$ cat config.mk
export PLATFORM = sky130hd
export DESIGN_NAME = riscv_reg_file_mp
export DESIGN_NICKNAME = d
export VERILOG_FILES = /design/src/rtl/riscv_rf_pkg.sv /design/src/rtl/riscv_rf_scoreboard.sv /design/src/rtl/riscv_reg_file_mp.sv
export SDC_FILE = /design/constraint.sdc
export NUM_CORES = 2
export LEC_CHECK = 0
export ABC_AREA = 0
export CAP_MARGIN = 40
export CORE_ASPECT_RATIO = 2
export CORE_MARGIN = 8
export CORE_UTILIZATION = 40
export DETAILED_ROUTE_END_ITERATION = 12
export SLEW_MARGIN = 30
export SYNTH_ARGS = -nofsm -noshare
export SYNTH_HDL_FRONTEND = slang
export SYNTH_SLANG_ARGS = --single-unit
export TNS_END_PERCENT = 1
$ cat constraint.sdc
create_clock -name clk -period 11.9 [get_ports clk]
set_input_delay 1.785 -clock clk [delete_from_list [all_inputs] [get_ports clk]]
set_output_delay 1.785 -clock clk [all_outputs]
set_load 0.05 [all_outputs]
$ cat src/rtl/riscv_rf_pkg.sv
// Shared types and helpers for the multi-port register file and its scoreboard.
package riscv_rf_pkg;

    typedef enum logic {
        RF_INIT,
        RF_RUN
    } rf_state_e;

    // Address width for a register count; never narrower than one bit.
    function automatic int unsigned rf_addr_width(input int unsigned nreg);
        return (nreg > 2) ? $clog2(nreg) : 1;
    endfunction

endpackage

$ cat src/rtl/riscv_rf_scoreboard.sv
// Per-register pending-write bits: set on issue, cleared by the committing write.
module riscv_rf_scoreboard
    import riscv_rf_pkg::*;
#(
    parameter int unsigned NREG = 32,
    parameter int unsigned NRP  = 2,
    localparam int unsigned AW  = rf_addr_width(NREG)
) (
    input  logic              clk,
    input  logic              rstn,
    input  logic              set_en_i,
    input  logic [AW-1:0]     set_addr_i,
    input  logic              clr0_en_i,
    input  logic [AW-1:0]     clr0_addr_i,
    input  logic              clr1_en_i,
    input  logic [AW-1:0]     clr1_addr_i,
    input  logic [NRP*AW-1:0] rd_addr_i,
    output logic [NRP-1:0]    rd_busy_o
);

    logic [NREG-1:0] busy_q, busy_d;

    // Set is applied last so a same-cycle set and clear leaves the bit pending.
    always_comb begin
        busy_d = busy_q;
        if (clr0_en_i) busy_d[clr0_addr_i] = 1'b0;
        if (clr1_en_i) busy_d[clr1_addr_i] = 1'b0;
        if (set_en_i)  busy_d[set_addr_i]  = 1'b1;
        busy_d[0] = 1'b0;
    end

    always_ff @(posedge clk) begin
        if (!rstn) begin
            busy_q <= '0;
        end else begin
            busy_q <= busy_d;
        end
    end

    always_comb begin
        rd_busy_o = '0;
        for (int p = 0; p < NRP; p++) begin
            rd_busy_o[p] = busy_q[rd_addr_i[p*AW +: AW]];
        end
    end

endmodule

$ cat src/rtl/riscv_reg_file_mp.sv
// Multi-port integer register file with two write ports, an init sweep and a
// pending-write scoreboard.
module riscv_reg_file_mp
    import riscv_rf_pkg::*;
#(
    parameter int unsigned XLEN   = 32,
    parameter int unsigned NREG   = 32,
    parameter int unsigned NRP    = 2,
    parameter int unsigned BYPASS = 1,
    localparam int unsigned AW    = rf_addr_width(NREG)
) (
    input  logic                clk,
    input  logic                rstn,
    input  logic [NRP*AW-1:0]   rd_addr_i,
    output logic [NRP*XLEN-1:0] rd_data_o,
    output logic [NRP-1:0]      rd_busy_o,
    input  logic                wr0_en_i,
    input  logic [AW-1:0]       wr0_addr_i,
    input  logic [XLEN-1:0]     wr0_data_i,
    input  logic                wr1_en_i,
    input  logic [AW-1:0]       wr1_addr_i,
    input  logic [XLEN-1:0]     wr1_data_i,
    input  logic                sb_set_en_i,
    input  logic [AW-1:0]       sb_set_addr_i,
    output logic                ready_o
);

    rf_state_e       state_q;
    logic [AW-1:0]   idx_q;
    logic            ready_q;
    logic [XLEN-1:0] mem_q [NREG];

    logic run;
    logic wr0_act, wr1_act;

    assign run     = (state_q == RF_RUN);
    assign wr0_act = rstn && run && wr0_en_i && (wr0_addr_i != '0);
    assign wr1_act = rstn && run && wr1_en_i && (wr1_addr_i != '0);
    assign ready_o = ready_q;

    always_ff @(posedge clk) begin
        if (!rstn) begin
            state_q <= RF_INIT;
            idx_q   <= '0;
            ready_q <= 1'b0;
        end else begin
            unique case (state_q)
                RF_INIT: begin
                    idx_q <= idx_q + 1'b1;
                    if (idx_q == AW'(NREG - 1)) begin
                        state_q <= RF_RUN;
                        ready_q <= 1'b1;
                    end
                end
                RF_RUN: state_q <= RF_RUN;
            endcase
        end
    end

    // No reset on storage: entries are cleared one per cycle by the sweep so the
    // array stays RAM-inferable. wr1 is written last so it wins on a collision.
    always_ff @(posedge clk) begin
        if (rstn && !run) begin
            mem_q[idx_q] <= '0;
        end else begin
            if (wr0_act) mem_q[wr0_addr_i] <= wr0_data_i;
            if (wr1_act) mem_q[wr1_addr_i] <= wr1_data_i;
        end
    end

    for (genvar p = 0; p < NRP; p++) begin : g_rd
        logic [AW-1:0]   addr;
        logic [XLEN-1:0] data;

        assign addr = rd_addr_i[p*AW +: AW];

        always_comb begin
            data = mem_q[addr];
            if (BYPASS != 0) begin
                if (wr1_act && (wr1_addr_i == addr)) begin
                    data = wr1_data_i;
                end else if (wr0_act && (wr0_addr_i == addr)) begin
                    data = wr0_data_i;
                end
            end
            if (!run || (addr == '0)) data = '0;
        end

        assign rd_data_o[p*XLEN +: XLEN] = data;
    end

    riscv_rf_scoreboard #(
        .NREG (NREG),
        .NRP  (NRP)
    ) u_sb (
        .clk         (clk),
        .rstn        (rstn),
        .set_en_i    (rstn && run && sb_set_en_i),
        .set_addr_i  (sb_set_addr_i),
        .clr0_en_i   (wr0_act),
        .clr0_addr_i (wr0_addr_i),
        .clr1_en_i   (wr1_act),
        .clr1_addr_i (wr1_addr_i),
        .rd_addr_i   (rd_addr_i),
        .rd_busy_o   (rd_busy_o)
    );

endmodule

Word-level counts from Yosys, hierarchy flattened --
Memory sizes are Yosys's and may differ from the RTL's. Cells that the tools add are included.
Storage, ports and cells: bits in registers 39, memory bits (writable) 1024, bits of input ports 94, output and inout port bits 67, logic and storage cells 81, memories 1
Memory list:
- mem_q | depth 32, bits a word 32, rd ports 2, clocked after memory_dff 0, wr ports 2, RTL line riscv_reg_file_mp.sv:31 | logic [XLEN-1:0] mem_q [NREG];
Operators by class: add/sub/neg operators 1, order comparisons 8, equality and inequality tests 5, muxes and demuxes 32, bitwise operators 6, reductions and logical operators 23
Operator list (count):
- $mux W32 | 10
- $and A32 B32 Y32 | 2
- $not A32 Y32 | 2
- $or A32 B32 Y32 | 1
- $reduce_or A32 Y1 | 1
- $lt A5 B6 Y1 const B | 5
- $eq A5 B5 Y1 | 4
- $demux W1 S5 | 3
- $ge A5 B1 Y1 const B | 3
- $mux W1 | 15
- $logic_and A1 B1 Y1 | 14
- $bmux W1 S5 | 2
- $logic_not A5 Y1 | 2
- $reduce_bool A5 Y1 | 2
- $add A5 B1 Y5 const B | 1
- $eq A5 B5 Y1 const B | 1
- $mux W5 | 1
- $logic_or A1 B1 Y1 | 2
- $pmux W1 S2 | 1
- $reduce_and A2 Y1 | 1
- $logic_not A1 Y1 | 1
- $not A1 Y1 | 1

Logic depth before layout (Yosys ltp) --
depth after elaboration 11, gate-level depth with buffers 11, mapped depth without buffers 6

Hierarchy --
From an unflattened synthesis, not the netlist that was laid out.
Unflattened totals: cell total of the unflattened synthesis 5969, area total of the unflattened synthesis 62575.0 µm²
Modules (own cells, without submodules):
- riscv_reg_file_mp | times used 1, cells each 5724, area an instance 60356.6 µm², seq. area each 30889.6 µm²
- riscv_rf_scoreboard | times used 1, cells each 245, area an instance 2218.4 µm², seq. area each 620.6 µm²

Least setup slack after synthesis --
OpenSTA, ideal clock, no wires.
path kind input-to-output, start point input port wr1_addr_i[4], end point output port rd_data_o[32], arrival 3888 ps, data required time 10115 ps, setup slack 6227 ps, stages on the path 9, buffers on the path 3, path through buf_2 -> or3_1 -> buf_2 -> o31ai_4 -> nor4_4 -> nor2_4 -> buf_6 -> o21ai_1 -> o21ai_1
Between the ends: longest elaborated chain between the ends 5, elaborated cells on any way between the ends 6, those cells by class eq/ne: 1; mux: 2; reduce/logical: 3
Ends and longest elaborated chain:
- start, declared | RTL line riscv_reg_file_mp.sv:21 | input logic [AW-1:0] wr1_addr_i,
- $reduce_bool A5 Y1 | RTL line riscv_reg_file_mp.sv:38 | assign wr1_act = rstn && run && wr1_en_i && (wr1_addr_i != '0);
- $logic_and A1 B1 Y1 | RTL line riscv_reg_file_mp.sv:38
- $logic_and A1 B1 Y1 (*) | RTL line riscv_reg_file_mp.sv:80 | if (wr1_act && (wr1_addr_i == addr)) begin
- $mux W32 (*) | RTL line riscv_reg_file_mp.sv:80
- $mux W32 (*) | RTL line riscv_reg_file_mp.sv:86 | if (!run || (addr == '0)) data = '0;
- end, declared | RTL line riscv_reg_file_mp.sv:15 | output logic [NRP*XLEN-1:0] rd_data_o,
Every way passes the cells marked *; elsewhere a longest branch is shown, timed or not.

Worst setup path after layout --
start point input port wr1_addr_i[3], end point output port rd_data_o[25]
The elaborated chain is that of the path after synthesis.

==> run summary <==
Outcome
- run status: completed

Critical path
- terminus of the critical flop-to-flop path: mem_q[0][10]
- depth of the worst register-to-register path: 8
- WP data required: 10.12 ns
- reg-to-reg slack, setup: 8.29 ns
- startpoint of the worst-slack reg-to-reg timing path: run
- Critical Path End Type: output pin
- Critical Path AT: 6.54 ns
- startpoint types: input port
- Worst Path Max Fanout: 34
- Largest delay share family, worst path: buffers and inverters
- slowest stage cell on the critical path: sky130_fd_sc_hd__clkdlybuf4s50_1
- class of the most critical setup path: input port to output pin
- Cell Chain, Critical Path: clkdlybuf4s50_1, or3_1, o31ai_4, nor4_4, buf_4, nor2_4, buf_4, o21ai_1, o21ai_1, clkdlybuf4s50_1
- Worst path max stage delay: 0.90 ns
- worst path buffer plus inverter count: 4

Synth
- flip-flop cell with the highest count after synthesis: sky130_fd_sc_hd__edfxtp_1
- number of synthesized register bits: 1,062
- synthesized net count: 5,877
- biggest area consumer among synthesized cells: sky130_fd_sc_hd__edfxtp_1
- Yosys warnings: 0
- register area share after synthesis: 50.65%
- leading post-synthesis cells by cell area: sky130_fd_sc_hd__edfxtp_1, sky130_fd_sc_hd__mux2i_1, sky130_fd_sc_hd__mux4_2
- async set-reset flop share out of synthesis: 0%
- netlist area before placement: 62,210 µm²
- synthesized area divided by synthesized cell count: 10.76 µm²
- Cells after Synth: 5,781
- top-area cell type share of the netlist area: 49.43%
- post-synthesis cell type count: 59
- Post-synth EDFFs: 1,024

Timing
- clock tree skew after final layout: 0.04064 ns
- tightest slew margin relative to the limit: 30.04%
- Max Transition Viols Final: 0
- Min Clock Period, post-route: 8.323 ns
- total count of hold-check failures in the final report: 0
- setup repair after global routing missed its margin: no
- maximum clock frequency: 0.1202 GHz
- transition at the pin with the smallest max-transition slack: 1.049 ns
- number of endpoints failing setup at the final stage: 0
- share of the cycle needed by the critical path after routing: 69.94%
- Final TNS setup: 0 ns

Min path
- hold worst-path end: ready_o
- Cells on Worst Hold Path: 1
- startpoint of the lowest-slack hold path: ready_o
- type of the most critical hold path: flip-flop to flip-flop

Floorplanning
- Std-Cell Core Area: 154,400 µm²
- boundary pin count: 161
- area of the die: 169,200 µm²
- Die Ht: 573.7 µm
- Placement Rows: 204
- Die Width: 294.9 µm
- Initial Util: 40.29%

Global routing
- maximum number of pins on one net before global-route repair: 118
- global-route wire length before repair: 343,600 µm
- GRT Resource Usage Total: 28.24%
- antenna violations before repair: 8
- number of global-route vias before repair: 49,160
- remaining global-route overflow: 0

Placed design
- Port Buf Inserts: 160
- number of placed instances, taps included: 7,507
- detailed placer's ending HPWL: 151,300 µm
- GP Congestion: 0.9383

CTS
- # H-tree levels: 3
- clock transition at the registers of the reported paths: 0.06 ns
- cell at the root of the clock tree: sky130_fd_sc_hd__clkbuf_16
- clock buffers created by TritonCTS: 97
- post-cts resize count: 0
- CTS max path bufs: 3
- Skew-Pair Late Insertion Delay: 0.73 ns
- quantity of hold-fixing buffers added after cts: 0
- TritonCTS clock tree: built
- clock sinks: 1,062
- # Post-CTS Setup Buffers: 0

Final layout
- layout cell share with drive strength beyond 1: 13.60%
- most common library cell in the layout ignoring fill and taps: sky130_fd_sc_hd__nand2_1
- total number of nets in the final design: 5,650
- synthesis-to-layout area growth: 12.19%
- commonest cells after routing, fill and taps aside: sky130_fd_sc_hd__nand2_1, sky130_fd_sc_hd__o21ai_1, sky130_fd_sc_hd__edfxtp_1
- final non-filler cell total: 7,696
- Filler cells: 13,930

Route
- via count: 49,250
- Pre-antenna DRT Iters: 8
- Initial DRC Count: 5,717
- routed via count divided by cell count: 6.399
- DRC Markers: 0
- post-route ant nets: 0
- average wire per cell in the routed design: 31.93 µm
- drt total wl: 245,700 µm

Power
- total power draw: 0.008146 W
- power density over cell area: 116.7 nW/µm²
- total leakage power: 22.91 nW
- maximum VDD drop: 0.0001123 V

Job
- max-capacitance violation count: 0

-- where the power goes --
part / leakage (nW) / internal [W] / total (W) / switching [W]
clock network: 1.64 / 0.00190 / 0.00341 / 0.00152
registers: 8.83 / 0.00406 / 0.00407 / 0.00000965
logic: 12.4 / 0.000241 / 0.000665 / 0.000424
total: 22.9 / 0.00619 / 0.00815 / 0.00195
-- cell type report --
class / count / area [µm²] / share of cell area, %
inverters: 37 / 138.9 / 0.1990
flip-flops and latches: 1062 / 31510 / 45.15
well taps: 2060 / 2577 / 3.693
multi-input cells: 3987 / 28210 / 40.42
repair buffers: 369 / 3968 / 5.685
diodes: 4 / 10.01 / 0.01434
clock buffers: 113 / 2507 / 3.593
clock inverters: 64 / 872.1 / 1.250
-- sequential cells by signal, indices dropped and copies added, names as in the netlist --
signal       cells
mem_q         1024
u_sb.busy_q     31
idx_q            5
ready_o          1
run              1
-- cells in the mapped netlist, drive strengths merged, types with 3 or more instances --
cell,number
xor2,10
and2,7
o221ai,5
a21boi,8
and3b,3
nand3b,6
nor3b,7
nand4b,6
mux2,4
xnor2,12
nand3,13
o41ai,3
mux2i,634
o21ai,1264
edfxtp,1024
and3,7
nor2b,34
clkbuf,372
a21oi,14
buf,323
nand4bb,6
a22oi,14
a32oi,11
or2,4
inv,37
nand2,1146
nor4,64
nand2b,6
nor2,111
nor3,10
or3,3
mux4,278
dfxtp,38
o22ai,271
nand4,8
-- worst max path at each step --
stage | from | end | slack (ns) | cells after the start
after floorplan | wr1_addr_i[4] | rd_data_o[32] | 6.23 | 9
after CTS | wr1_addr_i[3] | rd_data_o[25] | 3.65 | 10
final | wr1_addr_i[3] | rd_data_o[25] | 3.58 | 10
after global routing | wr1_addr_i[3] | rd_data_o[25] | 3.42 | 10
after detailed placement | wr1_addr_i[3] | rd_data_o[25] | 3.70 | 10
after global placement | rstn | rd_data_o[62] | 3.60 | 12
-- layer usage --
| layer | share of wire (%) | wire, µm | global-route usage (%) | vias to the layer above |
|---|---|---|---|---|
| met5 | 0.013 | 31 | 0 | - |
| met4 | 11 | 27380 | 25.84 | 4 |
| met3 | 7.9 | 19450 | 4.690 | 1269 |
| met2 | 50 | 123200 | 49.50 | 3099 |
| met1 | 31 | 75670 | 28.23 | 23670 |
| li1 | - | - | - | 21200 |
-- metrics by stage --
stage / instance area [µm²] / setup slack (ns) / hold WS [ns] / utilization (%)
floorplan: 62210 / 6.227 / 0.4627 / -
finish: 69790 / 3.577 / 0.4848 / 45.19
global route: 69780 / 3.423 / 0.5321 / 45.19
detailed placement: 66210 / 3.700 / 0.4690 / 42.88
CTS: 69590 / 3.654 / 0.4976 / 45.06
global placement: 65230 / 3.604 / 0.4550 / 42.24
-- worst register-to-register path, cell delays in order, from the launching register on --
cell and delay (ns):
sky130_fd_sc_hd__dfxtp_1 0.33, sky130_fd_sc_hd__and3_1 0.18, sky130_fd_sc_hd__a21boi_4 0.14, sky130_fd_sc_hd__buf_4 0.33
sky130_fd_sc_hd__or3_1 0.40, sky130_fd_sc_hd__o31ai_1 0.11, sky130_fd_sc_hd__nand2_1 0.38, sky130_fd_sc_hd__nor2_4 0.79
sky130_fd_sc_hd__buf_4 0.59
-- kinds of logic (layout without fill, tap and decap cells) --
family | after synthesis | in the layout | synth area share [%]
adder cells (fa/ha/maj) | 2 | 2 | 0.04022
AO/OA/AOI/OAI | 1600 | 1600 | 13.72
multiplexers | 916 | 916 | 20.34
XOR/XNOR | 22 | 22 | 0.3097
other | 0 | 4 | 0
AND/OR/NAND/NOR | 1447 | 1447 | 9.781
flip-flops | 1062 | 1062 | 50.65
buffers and inverters | 732 | 583 | 5.159
No activity file was read; power rests on OpenSTA's default activity.
